File: config.mk
export PLATFORM = sky130hd
export DESIGN_NAME = cpu_wb_arbiter
export DESIGN_NICKNAME = d
export VERILOG_FILES = /design/src/rtl/cpu_wb_arbiter.sv
export SDC_FILE = /design/constraint.sdc
export NUM_CORES = 1
export LEC_CHECK = 0
export ABC_CLOCK_PERIOD_IN_PS = 1900
export BUFFER_PORTS_ARGS = -buffer_cell sky130_fd_sc_hd__buf_2
export CELL_PAD_IN_SITES_DETAIL_PLACEMENT = 1
export CELL_PAD_IN_SITES_GLOBAL_PLACEMENT = 2
export CORE_MARGIN = 3
export CORE_UTILIZATION = 29
export DETAILED_ROUTE_END_ITERATION = 10
export GPL_TIMING_DRIVEN = 0
export PLACE_DENSITY = 0.84
export SYNTH_ARGS = -nofsm -noshare
export SYNTH_HDL_FRONTEND = slang
export SYNTH_SLANG_ARGS = --single-unit
File: constraint.sdc
create_clock -name clk_i -period 1.9 [get_ports clk_i]
set_input_delay 0.095 -clock clk_i [delete_from_list [all_inputs] [get_ports clk_i]]
set_output_delay 0.095 -clock clk_i [all_outputs]
set_load 0.03 [all_outputs]
File: src/rtl/cpu_wb_arbiter.sv
// Register-file write-port arbiter: merges execute-stage writes with load returns
// through a 2-entry in-order load queue, with starvation back-pressure to execute.
module cpu_wb_arbiter #(
  parameter int STARVE_LIMIT = 4
) (
  input  logic        clk_i,
  input  logic        rst_i,
  input  logic        ex_we_i,
  input  logic [3:0]  ex_index_i,
  input  logic [31:0] ex_result_i,
  input  logic        ld_valid_i,
  output logic        ld_ready_o,
  input  logic [3:0]  ld_index_i,
  input  logic [31:0] ld_result_i,
  output logic        register_write_enable_o,
  output logic [3:0]  register_write_index_o,
  output logic [31:0] result_o,
  output logic        ex_stall_o,
  output logic [1:0]  pending_o
);

  localparam int         DEPTH      = 2;
  localparam logic [3:0] STARVE_MAX = 4'(STARVE_LIMIT);

  typedef struct packed {
    logic        valid;
    logic [3:0]  index;
    logic [31:0] data;
  } entry_t;

  entry_t      q_reg    [DEPTH];
  entry_t      q_next   [DEPTH];
  entry_t      q_squash [DEPTH];
  logic [1:0]  count_reg, count_next;
  logic [3:0]  starve_reg, starve_next;
  logic        stall_reg;
  logic        wr_en_reg, wr_en_next;
  logic [3:0]  wr_index_reg, wr_index_next;
  logic [31:0] wr_data_reg, wr_data_next;

  logic        ld_accept;
  logic        sel_pop;
  logic        sel_bypass;
  logic        push;
  logic        push_valid;
  logic [1:0]  push_pos;

  // Ready depends on registered occupancy only, so no input reaches it combinationally.
  assign ld_ready_o = (count_reg != 2'd2);
  assign ld_accept  = ld_valid_i & ld_ready_o;
  assign sel_pop    = !ex_we_i && (count_reg != 2'd0);
  assign sel_bypass = !ex_we_i && (count_reg == 2'd0) && ld_accept;
  assign push       = ld_accept && !sel_bypass;
  assign push_valid = !(ex_we_i && (ld_index_i == ex_index_i));
  assign push_pos   = count_reg - {1'b0, sel_pop};

  // An execute write supersedes any older queued load to the same register.
  for (genvar gi = 0; gi < DEPTH; gi++) begin : g_squash
    assign q_squash[gi] = {q_reg[gi].valid & ~(ex_we_i && (q_reg[gi].index == ex_index_i)),
                           q_reg[gi].index, q_reg[gi].data};
  end

  always_comb begin
    for (int i = 0; i < DEPTH; i++) begin
      q_next[i] = q_squash[i];
    end
    count_next = count_reg;
    if (sel_pop) begin
      q_next[0]  = q_squash[1];
      q_next[1]  = '0;
      count_next = count_reg - 2'd1;
    end
    if (push) begin
      q_next[push_pos[0]] = {push_valid, ld_index_i, ld_result_i};
      count_next          = count_next + 2'd1;
    end
  end

  always_comb begin
    wr_en_next    = 1'b0;
    wr_index_next = wr_index_reg;
    wr_data_next  = wr_data_reg;
    if (ex_we_i) begin
      wr_en_next    = 1'b1;
      wr_index_next = ex_index_i;
      wr_data_next  = ex_result_i;
    end else if (sel_pop) begin
      // A squashed head is consumed silently.
      if (q_reg[0].valid) begin
        wr_en_next    = 1'b1;
        wr_index_next = q_reg[0].index;
        wr_data_next  = q_reg[0].data;
      end
    end else if (sel_bypass) begin
      wr_en_next    = 1'b1;
      wr_index_next = ld_index_i;
      wr_data_next  = ld_result_i;
    end
  end

  always_comb begin
    starve_next = starve_reg;
    if ((count_reg == 2'd0) || sel_pop) begin
      starve_next = 4'd0;
    end else if (ex_we_i && (starve_reg != STARVE_MAX)) begin
      starve_next = starve_reg + 4'd1;
    end
  end

  always_ff @(posedge clk_i or negedge rst_i) begin
    if (!rst_i) begin
      for (int i = 0; i < DEPTH; i++) begin
        q_reg[i] <= '0;
      end
      count_reg    <= 2'd0;
      starve_reg   <= 4'd0;
      stall_reg    <= 1'b0;
      wr_en_reg    <= 1'b0;
      wr_index_reg <= 4'd0;
      wr_data_reg  <= 32'd0;
    end else begin
      for (int i = 0; i < DEPTH; i++) begin
        q_reg[i] <= q_next[i];
      end
      count_reg    <= count_next;
      starve_reg   <= starve_next;
      stall_reg    <= (starve_reg == STARVE_MAX);
      wr_en_reg    <= wr_en_next;
      wr_index_reg <= wr_index_next;
      wr_data_reg  <= wr_data_next;
    end
  end

  assign register_write_enable_o = wr_en_reg;
  assign register_write_index_o  = wr_index_reg;
  assign result_o                = wr_data_reg;
  assign ex_stall_o              = stall_reg;
  assign pending_o               = count_reg;

endmodule

==> reports/results.txt, run 1 <==
Rows -> 50
type of the most critical hold path -> in2reg
count of max-cap constraint violations -> 0
proportion of layout cells with a drive suffix above 1 -> 28.2%
end of the worst register-to-register path -> q_reg[15]
switching share of power -> 40.3%
cell-internal power -> 0.00810 W
placed cell count -> 1040
clock-pin slew reported for the worst setup and hold paths after clock tree synthesis -> 50 ps
crit path DAT -> 2240 ps
number of antenna violations at the first check in global routing -> 0
Max rail drop VDD -> 0.000697 V
DR DRC count -> 0
Sw Pwr -> 0.00548 W
number of nets at the end of the flow -> 962
final setup violation count -> 0
total CTS buffers -> 17
number of enable-type register cells in the synthesized netlist -> 0
sequential-to-total area share from yosys stat -> 51.5%
top_reg_cell synth -> dfrtp_1
final setup skew -> 5.63 ps
DRT Wirelength -> 20600 um
clk root buf -> clkbuf_16
top achievable clock speed -> 527 MHz
final worst slack -> 2.37 ps
first-pass iteration count of the detailed router -> 4
Min Clock Period, post-route -> 1900 ps
hold path depth -> 3
Die Span Y -> 147 um
most repeated cell in the gate-level netlist after synthesis -> nand2_1
die width -> 147 um
combinational group share of total power -> 45.4%
share of synthesized registers carrying an async set or reset -> 100%
clock latency at the later pin of the worst-skew pair -> 420 ps
post-synth net total -> 743
WL per Instance -> 17.9 um
Core Area -> 19100 um^2
slew at the pin closest to its max-slew limit -> 788 ps
post-route clock period utilization -> 99.9%
Vias/cell -> 4.78
outcome -> finished clean
Overflow after GRT -> 0
number of flip-flops in the largest register -> 74
register share of total power -> 31.6%
endpoint required time on the critical path -> 2240 ps
r2r startpoint -> pending_o[0]
R2R Setup Slk -> 2 ps
post-route non-filler standard cell count -> 1154
Layout Cell Area excl Fill -> 8410 um^2
count of antenna-violating nets left after detailed routing -> 0
die area -> 21500 um^2
number of cells on the worst reg-to-reg path -> 9
proportion of netlist area held by the largest area contributor -> 51.5%
Static Leak -> 3.81 nW
largest net degree at the start of global routing -> 94
overall routing resource usage -> 19.1%
power density of the placed cells -> 1610 nW/um^2
deepest clock path buffer count -> 2
Top-Level Pins -> 117
max-slew violation total from the final report -> 0
Sum Neg Setup Slack -> 0 ps
setup repair after global routing missed its margin -> true
class of the most critical setup path -> reg2reg
number of diodes added for antenna fixing -> 0
count of distinct cell types in the synthesized netlist -> 32
Sink Count -> 118
category of the worst setup path capture point -> register
area after detailed placement -> 6680 um^2
relative slew slack -> 47.5%
number of global-route vias before repair -> 6028
cell count after synthesis -> 663
level count of the clock H-tree -> 4
warnings from Yosys -> 0
average cell area after synthesis -> 8.65 um^2
synthesis-stage register bit count -> 118
final-report hold violation count -> 0
Initial Utilization -> 30.0%
Syn-to-layout area delta -> 46.7%
cell area after synthesis -> 5730 um^2
detailed placer's ending HPWL -> 13200 um
origin of the worst min-delay path -> ex_result_i[1]
Synth area leader -> dfrtp_1
clock tree from TritonCTS -> done
end point of the most critical hold path -> result_o[1]
total power draw -> 0.0136 W
commonest cells in the netlist -> 187 x nand2_1, 118 x dfrtp_1, 76 x nor2_1
crit-path max FO -> 8
port buffer count -> 116
Place WS -> -886 ps
proportion of power drawn by the clock network -> 22.9%
number of violations reported at the end of detailed-routing iteration 0 -> 177
Vias -> 5513
Synth area leaders -> dfrtp_1 52%, nand2_1 12%, mux2i_1 6.5%
final weighted congestion in routability-driven placement -> 0.782
startpoint types -> register
wire length of the first global-routing pass -> 32700 um
[placed cells by master (no fill, tap or decap), drive strengths merged, types with 2 or more instances in the layout]
cell / n
inv: 7
nor2b: 3
nand2: 187
nand2b: 2
dlygate4sd3: 65
clkbuf: 51
nor2: 77
o21ai: 74
a21oi: 41
mux2i: 37
xor2: 4
xnor2: 13
nand3: 3
a31oi: 36
ha: 4
o211ai: 2
dfrtp: 118
buf: 161
[cell type report]
| class | instances | area (um^2) |
|---|---|---|
| Clock inverter | 1 | 5.00 |
| Inverter | 7 | 26.3 |
| Timing Repair Buffer | 199 | 1480 |
| Tap cell | 260 | 325 |
| Fill cell | 2250 | 10700 |
| Clock buffer | 30 | 574 |
| Buffer | 48 | 392 |
| Multi-Input combinational cell | 491 | 2650 |
| Sequential cell | 118 | 2960 |
[worst max-delay path by stage]
stage | start | end | slack, ps | cells after the start
finish | pending_o[0] | q_reg[15] | 2 | 9
global route | pending_o[0] | q_reg[15] | -50 | 9
CTS | pending_o[1] | q_reg[70] | -10 | 7
detailed placement | pending_o[0] | result_o[2] | -890 | 7
global placement | rst_i | pending_o[0] | -1170 | 1
floorplan | pending_o[0] | q_reg[36] | 7 | 9
[routing by layer]
| layer | up-vias | track usage (%) | wire (um) |
|---|---|---|---|
| met1 | 2724 | 24.6 | 9380 |
| met4 | 0 | 6.26 | 335 |
| li1 | 2648 | - | - |
| met5 | - | 0 | 0 |
| met2 | 118 | 32.3 | 10100 |
| met3 | 23 | 3.45 | 788 |
[timing repair]
action | in CTS | in global routing
hold endpoints to repair | 217 | 0
gates resized for setup | 37 | 58
hold buffers | 65 | 0
setup endpoints to repair | 112 | 101
pin swaps | 3 | 7
gates cloned | 1 | 5
setup buffers | 8 | 4
[critical path: stages (launching register included)]
cell,delay (ps)
dfrtp_2,370
inv_2,60
ha_4,160
buf_8,130
or3_4,380
a21oi_4,240
buf_12,190
clkbuf_16,160
nand2_2,50
o21ai_1,80
[stage by stage]
| stage | util [%] | hold WS, ps |
|---|---|---|
| after floorplan | - | -201 |
| after global placement | 34.9 | 341 |
| after detailed placement | 35.0 | -23.7 |
| after CTS | 42.4 | 3.34 |
| after global routing | 44.1 | 25.7 |
| final | 44.1 | 7.78 |
[power groups by stage]
stage          logic [W]  registers [W]  clock network, W
5_1_grt          0.00674        0.00445           0.00328
6_report         0.00617        0.00429           0.00311
3_5_place_dp     0.00525        0.00432                 0
4_1_cts          0.00570        0.00427           0.00318
2_1_floorplan    0.00286        0.00498                 0
3_3_place_gp     0.00512        0.00428                 0
[kinds of logic after synthesis]
logic type      share of synthesized area [%]
flops                                    51.5
mux                                      6.46
simple gates                             18.8
buf+inv                                  5.09
fa+ha+maj                               0.873
xor+xnor                                 2.60
compound gates                           14.6
(Power assumes the default switching activity.)
==> run 2: changes to the inputs <==
--- a/config.mk
+++ b/config.mk
@@ -5,15 +5,17 @@
 export SDC_FILE = /design/constraint.sdc
 export NUM_CORES = 1
 export LEC_CHECK = 0
+export ABC_AREA = 1
 export ABC_CLOCK_PERIOD_IN_PS = 1900
 export BUFFER_PORTS_ARGS = -buffer_cell sky130_fd_sc_hd__buf_2
 export CELL_PAD_IN_SITES_DETAIL_PLACEMENT = 1
 export CELL_PAD_IN_SITES_GLOBAL_PLACEMENT = 2
 export CORE_MARGIN = 3
-export CORE_UTILIZATION = 29
+export CORE_UTILIZATION = 30
+export CTS_BUF_LIST = sky130_fd_sc_hd__clkbuf_2 sky130_fd_sc_hd__clkbuf_4 sky130_fd_sc_hd__clkbuf_8
 export DETAILED_ROUTE_END_ITERATION = 10
 export GPL_TIMING_DRIVEN = 0
-export PLACE_DENSITY = 0.84
+export PLACE_DENSITY = 0.87
 export SYNTH_ARGS = -nofsm -noshare
 export SYNTH_HDL_FRONTEND = slang
 export SYNTH_SLANG_ARGS = --single-unit
==> reports/results.txt, run 2 <==
outcome -> finished clean
register share of total power -> 34.2%
Initial Utilization -> 30.8%
final-report hold violation count -> 0
deepest clock path buffer count -> 2
proportion of power drawn by the clock network -> 20.5%
post-route clock period utilization -> 97.7%
Rows -> 50
die area -> 21100 um^2
final weighted congestion in routability-driven placement -> 0.778
setup repair after global routing missed its margin -> true
commonest cells in the netlist -> 158 x nand2_1, 118 x dfrtp_1, 90 x o21ai_0
end point of the most critical hold path -> result_o[12]
count of distinct cell types in the synthesized netlist -> 28
cell-by-cell trace of the critical path -> inv_1, ha_4, buf_6, o21ai_4, nand2_4, nor2_4, inv_4, buf_6, o21ai_1
cell count after synthesis -> 703
combinational group share of total power -> 45.3%
cell area after synthesis -> 5810 um^2
Worst Hold Margin -> 28.4 ps
routing usage on met1 -> 28.1%
final setup skew -> 10.6 ps
warnings from Yosys -> 0
Core Area -> 18800 um^2
R2R Setup Slk -> 40 ps
origin of the worst min-delay path -> ex_result_i[12]
proportion of layout cells with a drive suffix above 1 -> 25.7%
largest net degree at the start of global routing -> 91
synthesis-stage register bit count -> 118
most repeated cell in the gate-level netlist after synthesis -> nand2_1
hold path depth -> 5
number of antenna violations at the first check in global routing -> 0
number of buffer and inverter stages on the critical path -> 4
wire length of the first global-routing pass -> 33700 um
r2r startpoint -> pending_o[1]
DRT Wirelength -> 21500 um
Crit-path slowest cell -> dfrtp_2
class of the most critical setup path -> reg2reg
Top-Level Pins -> 117
crit path DAT -> 2220 ps
number of global-route vias before repair -> 5919
global routing's busiest layer -> met2
Overflow after GRT -> 0
Vias/cell -> 4.89
top library cells by usage in the layout, fill and taps aside -> 157 x nand2_1, 124 x buf_2, 116 x dfrtp_1, 90 x o21ai_0, 71 x inv_1
endpoint required time on the critical path -> 2260 ps
number of flip-flops in the largest register -> 74
met2 Use GR -> 32.7%
number of diodes added for antenna fixing -> 0
type of the most critical hold path -> in2reg
top_reg_cell synth -> dfrtp_1
Synth area leader -> dfrtp_1
die width -> 145 um
relative slew slack -> 52.5%
count of antenna-violating nets left after detailed routing -> 0
clock latency at the later pin of the worst-skew pair -> 450 ps
number of violations reported at the end of detailed-routing iteration 0 -> 314
category of the worst setup path capture point -> register
global-route track usage on met3 -> 4.37%
switching share of power -> 43.6%
clk root buf -> clkbuf_8
startpoint types -> register
cell-internal power -> 0.00728 W
cell family with the largest share of critical-path delay -> buffers and inverters
end of the worst register-to-register path -> q_reg[29]
count of max-cap constraint violations -> 0
number of nets at the end of the flow -> 965
slew at the pin closest to its max-slew limit -> 713 ps
Static Leak -> 3.83 nW
power density of the placed cells -> 1670 nW/um^2
Sink Count -> 118
maximum single-stage delay on the critical path -> 400 ps
proportion of netlist area held by the largest area contributor -> 50.9%
level count of the clock H-tree -> 4
overall routing resource usage -> 20.4%
Syn-to-layout area delta -> 33.5%
Vias -> 5657
most common cell type on the critical path -> buf_6
clock tree from TritonCTS -> done
most common cell after layout, fill and taps aside -> nand2_1
crit-path max FO -> 10
sequential-to-total area share from yosys stat -> 50.9%
Min Clock Period, post-route -> 1860 ps
final core utilization -> 41.2%
WL per Instance -> 18.6 um
post-synth net total -> 783
number of cells on the worst reg-to-reg path -> 9
top achievable clock speed -> 539 MHz
Synth area leaders -> dfrtp_1 51%, nand2_1 10%, o21ai_0 7.8%
average cell area after synthesis -> 8.26 um^2
Sw Pwr -> 0.00564 W
final setup violation count -> 0
clock-pin slew reported for the worst setup and hold paths after clock tree synthesis -> 70 ps
DR DRC count -> 0
total CTS buffers -> 17
port buffer count -> 116
detailed placer's ending HPWL -> 14500 um
max-slew violation total from the final report -> 0
Max rail drop VDD -> 0.000682 V
share of synthesized registers carrying an async set or reset -> 100%
Die Span Y -> 145 um
number of enable-type register cells in the synthesized netlist -> 0
first-pass iteration count of the detailed router -> 4
-- run 2: changes by cell type after synthesis, sizes merged, moves of 3 or more --
cell    before  now
inv          7   76
o21ai       73  125
mux2i       37    0
nand2      187  160
a22oi        0   20
nor2        77   65
xnor2       13    2
nand3        3   12
buf         34   26
a21oi       41   37
clkbuf      14   18
nor2b        3    0
-- run 2: per-layer routing --
metal  wire length, um  vias up  share of wire (%)
met3              1120       29                5.2
li1                  -     2675                  -
met2             10100      158                 47
met1              9870     2795                 46
met4               353        0                1.6
met5                 0        -                  0
-- run 2: through the flow --
step	TNS [ps]	cell area [um^2]	cells	total power, W	setup slack (ps)
3_5_place_dp	-18890	6750	1080	0.00987	-277
5_1_grt	-547	7750	1158	0.0138	-53.2
2_1_floorplan	0	5810	703	0.00792	30.1
4_1_cts	0	7670	1152	0.0128	5.16
3_3_place_gp	-129280	6720	1079	0.00969	-1220
6_report	0	7750	1158	0.0129	43.5
-- run 2: area by class of cell --
cell class              count  area (um^2)
clock buffers              25          344
clock inverters             7          113
inverters                  76          288
plain buffers              44          309
well taps                 260          325
flip-flops and latches    118         2960
fillers                  2278        11100
multi-input cells         465         2350
repair buffers            163         1060
-- run 2: power groups by stage --
stage	Combinational (W)	Sequential (W)	Clock (W)
after global routing	0.00644	0.00455	0.00282
after detailed placement	0.00544	0.00443	0
final	0.00585	0.00442	0.00265
after floorplan	0.00284	0.00509	0
after global placement	0.00528	0.00441	0
after CTS	0.00571	0.00440	0.00270
-- run 2: how the worst max path moves through the flow --
stage | startpoint | end | cells past startpoint
after floorplan | pending_o[0] | q_reg[10] | 10
final | pending_o[1] | q_reg[29] | 9
after detailed placement | pending_o[0] | q_reg[43] | 7
after global routing | pending_o[1] | q_reg[29] | 9
after global placement | rst_i | pending_o[1] | 1
after CTS | pending_o[1] | result_o[23] | 8
-- run 2: repair_timing --
| item | CTS | global route |
|---|---|---|
| endpoints found under the hold margin | 196 | 0 |
| pin swaps | 1 | 3 |
| gates resized for setup | 24 | 21 |
| hold buffers | 37 | 0 |
| buffers inserted | 3 | 5 |
| gates cloned | 0 | 1 |
| setup endpoints to repair | 107 | 105 |
-- run 2: tightest hold or removal path: stages --
cell,delay [ps]
buf_2,80
nand2_1,40
nand2_1,60
a21oi_1,40
a21oi_1,130
-- run 2: kinds of logic (layout without fill, tap and decap cells) --
kind of cell | after synthesis | after routing | share of synthesized area, %
simple gates | 239 | 239 | 16.8
fa+ha+maj | 4 | 4 | 0.862
flops | 118 | 118 | 50.9
buf+inv | 120 | 315 | 8.90
compound gates | 217 | 217 | 21.8
xor+xnor | 5 | 5 | 0.754
==> run 3: changes to the inputs <==
--- a/config.mk
+++ b/config.mk
@@ -9,9 +9,9 @@
 export ABC_CLOCK_PERIOD_IN_PS = 1900
 export BUFFER_PORTS_ARGS = -buffer_cell sky130_fd_sc_hd__buf_2
 export CELL_PAD_IN_SITES_DETAIL_PLACEMENT = 1
-export CELL_PAD_IN_SITES_GLOBAL_PLACEMENT = 2
+export CELL_PAD_IN_SITES_GLOBAL_PLACEMENT = 1
 export CORE_MARGIN = 3
-export CORE_UTILIZATION = 30
+export CORE_UTILIZATION = 38
 export CTS_BUF_LIST = sky130_fd_sc_hd__clkbuf_2 sky130_fd_sc_hd__clkbuf_4 sky130_fd_sc_hd__clkbuf_8
 export DETAILED_ROUTE_END_ITERATION = 10
 export GPL_TIMING_DRIVEN = 0
==> reports/results.txt, run 3 (synthesis gave the netlist of run 2 again) <==
class of the most critical setup path -> reg2reg
Die Span Y -> 130 um
Layout Cell Area excl Fill -> 7540 um^2
final weighted congestion in routability-driven placement -> 0.790
Max rail drop VDD -> 0.000706 V
port buffer count -> 116
most common cell after layout, fill and taps aside -> nand2_1
top achievable clock speed -> 533 MHz
die width -> 130 um
Sink Count -> 118
category of the worst setup path capture point -> register
number of global-route vias before repair -> 6081
clock-pin slew reported for the worst setup and hold paths after clock tree synthesis -> 70 ps
die area -> 16800 um^2
R2R Setup Slk -> 30 ps
clock tree from TritonCTS -> done
number of diodes added for antenna fixing -> 0
endpoint required time on the critical path -> 2260 ps
startpoint types -> register
Min Clock Period, post-route -> 1870 ps
r2r startpoint -> pending_o[0]
detailed placer's ending HPWL -> 13900 um
number of violations reported at the end of detailed-routing iteration 0 -> 477
area after detailed placement -> 6660 um^2
count of max-cap constraint violations -> 0
WL per Instance -> 20.1 um
Vias -> 5844
overall routing resource usage -> 25.7%
final setup skew -> 10.0 ps
number of nets at the end of the flow -> 966
clk root buf -> clkbuf_8
Rows -> 44
max-slew violation total from the final report -> 0
total power draw -> 0.0125 W
power density of the placed cells -> 1660 nW/um^2
total CTS buffers -> 17
proportion of layout cells with a drive suffix above 1 -> 25.9%
number of cells on the worst reg-to-reg path -> 10
level count of the clock H-tree -> 4
origin of the worst min-delay path -> ex_result_i[25]
DR DRC count -> 0
crit path DAT -> 2230 ps
count of antenna-violating nets left after detailed routing -> 0
crit-path max FO -> 10
top library cells by usage in the layout, fill and taps aside -> 156 x nand2_1, 123 x buf_2, 116 x dfrtp_1, 90 x o21ai_0, 71 x inv_1
slew at the pin closest to its max-slew limit -> 521 ps
number of flip-flops in the largest register -> 74
end of the worst register-to-register path -> q_reg[73]
relative slew slack -> 65.2%
Syn-to-layout area delta -> 29.8%
Static Leak -> 3.78 nW
final-report hold violation count -> 0
Place WS -> -288 ps
final worst slack -> 25.2 ps
Top-Level Pins -> 117
deepest clock path buffer count -> 2
first-pass iteration count of the detailed router -> 5
clock latency at the later pin of the worst-skew pair -> 450 ps
Vias/cell -> 5.41
end point of the most critical hold path -> result_o[25]
number of antenna violations at the first check in global routing -> 0
final setup violation count -> 0
hold path depth -> 5
Initial Utilization -> 39.4%
DRT Wirelength -> 21800 um
wire length of the first global-routing pass -> 33000 um
Overflow after GRT -> 0
type of the most critical hold path -> in2reg
post-route clock period utilization -> 98.7%
outcome -> finished clean
Worst Hold Margin -> 18.0 ps
largest net degree at the start of global routing -> 82
Core Area -> 14800 um^2
-- run 3: cell types whose count changed in the layout (fill, tap and decap cells not counted), moves of 2 or more --
cell,change
buf_4,+5
bufinv_16,-3
clkbuf_4,+3
clkbuf_8,-5
clkinv_2,+2
-- run 3: cell type report --
| type | instances | area (um^2) |
|---|---|---|
| buffer | 44 | 305 |
| clock buffer | 25 | 313 |
| clock inverter | 5 | 25.0 |
| fill | 1809 | 7220 |
| inverter | 76 | 288 |
| multi-input combinational | 465 | 2360 |
| sequential | 118 | 2960 |
| tap | 184 | 230 |
| timing repair buffer | 164 | 1060 |
-- run 3: power breakdown --
part / switching (W) / internal (W) / leakage [nW]
logic: 0.00401 / 0.00199 / 2.10
registers: 0.000712 / 0.00372 / 1.49
clock network: 0.000995 / 0.00105 / 0.186
total: 0.00572 / 0.00676 / 3.78
-- run 3: through the flow --
stage | cells | util, % | setup TNS [ps]
4_1_cts | 1079 | 50.7 | 0
3_5_place_dp | 1004 | 45.1 | -14060
3_3_place_gp | 1003 | 44.9 | -112990
5_1_grt | 1081 | 51.1 | -386
2_1_floorplan | 703 | - | 0
6_report | 1081 | 51.1 | 0
-- run 3: critical path, cell delays in order, from the launching register on --
cell     delay, ps
dfrtp_2        370
inv_2           70
ha_4           200
buf_6          160
o21ai_4        190
nand2_4         90
nand2_2        100
buf_6          160
buf_4          220
nor2_2          60
a21oi_1        160
-- run 3: worst max path at each step --
stage	from	to	slack, ps	cells after the start
6_report	pending_o[0]	q_reg[73]	30	10
5_1_grt	pending_o[0]	result_o[23]	-90	8
4_1_cts	pending_o[0]	q_reg[20]	40	10
3_5_place_dp	pending_o[0]	q_reg[45]	-290	7
3_3_place_gp	rst_i	pending_o[1]	-1100	1
2_1_floorplan	pending_o[0]	q_reg[10]	30	10
-- run 3: what timing repair did --
item	CTS	global route
resized for setup	24	19
endpoints found under the hold margin	166	0
gates cloned	0	0
pin swaps	2	2
endpoints found under the setup margin	105	73
setup buffers	8	2
hold buffers	37	0
-- run 3: routing by layer --
layer,wire [um],global-route usage [%],share of wire (%)
met4,510,8.01,2.3
met5,0,0,0
met2,10700,42.4,49
met3,1380,5.52,6.4
met1,9170,34.1,42
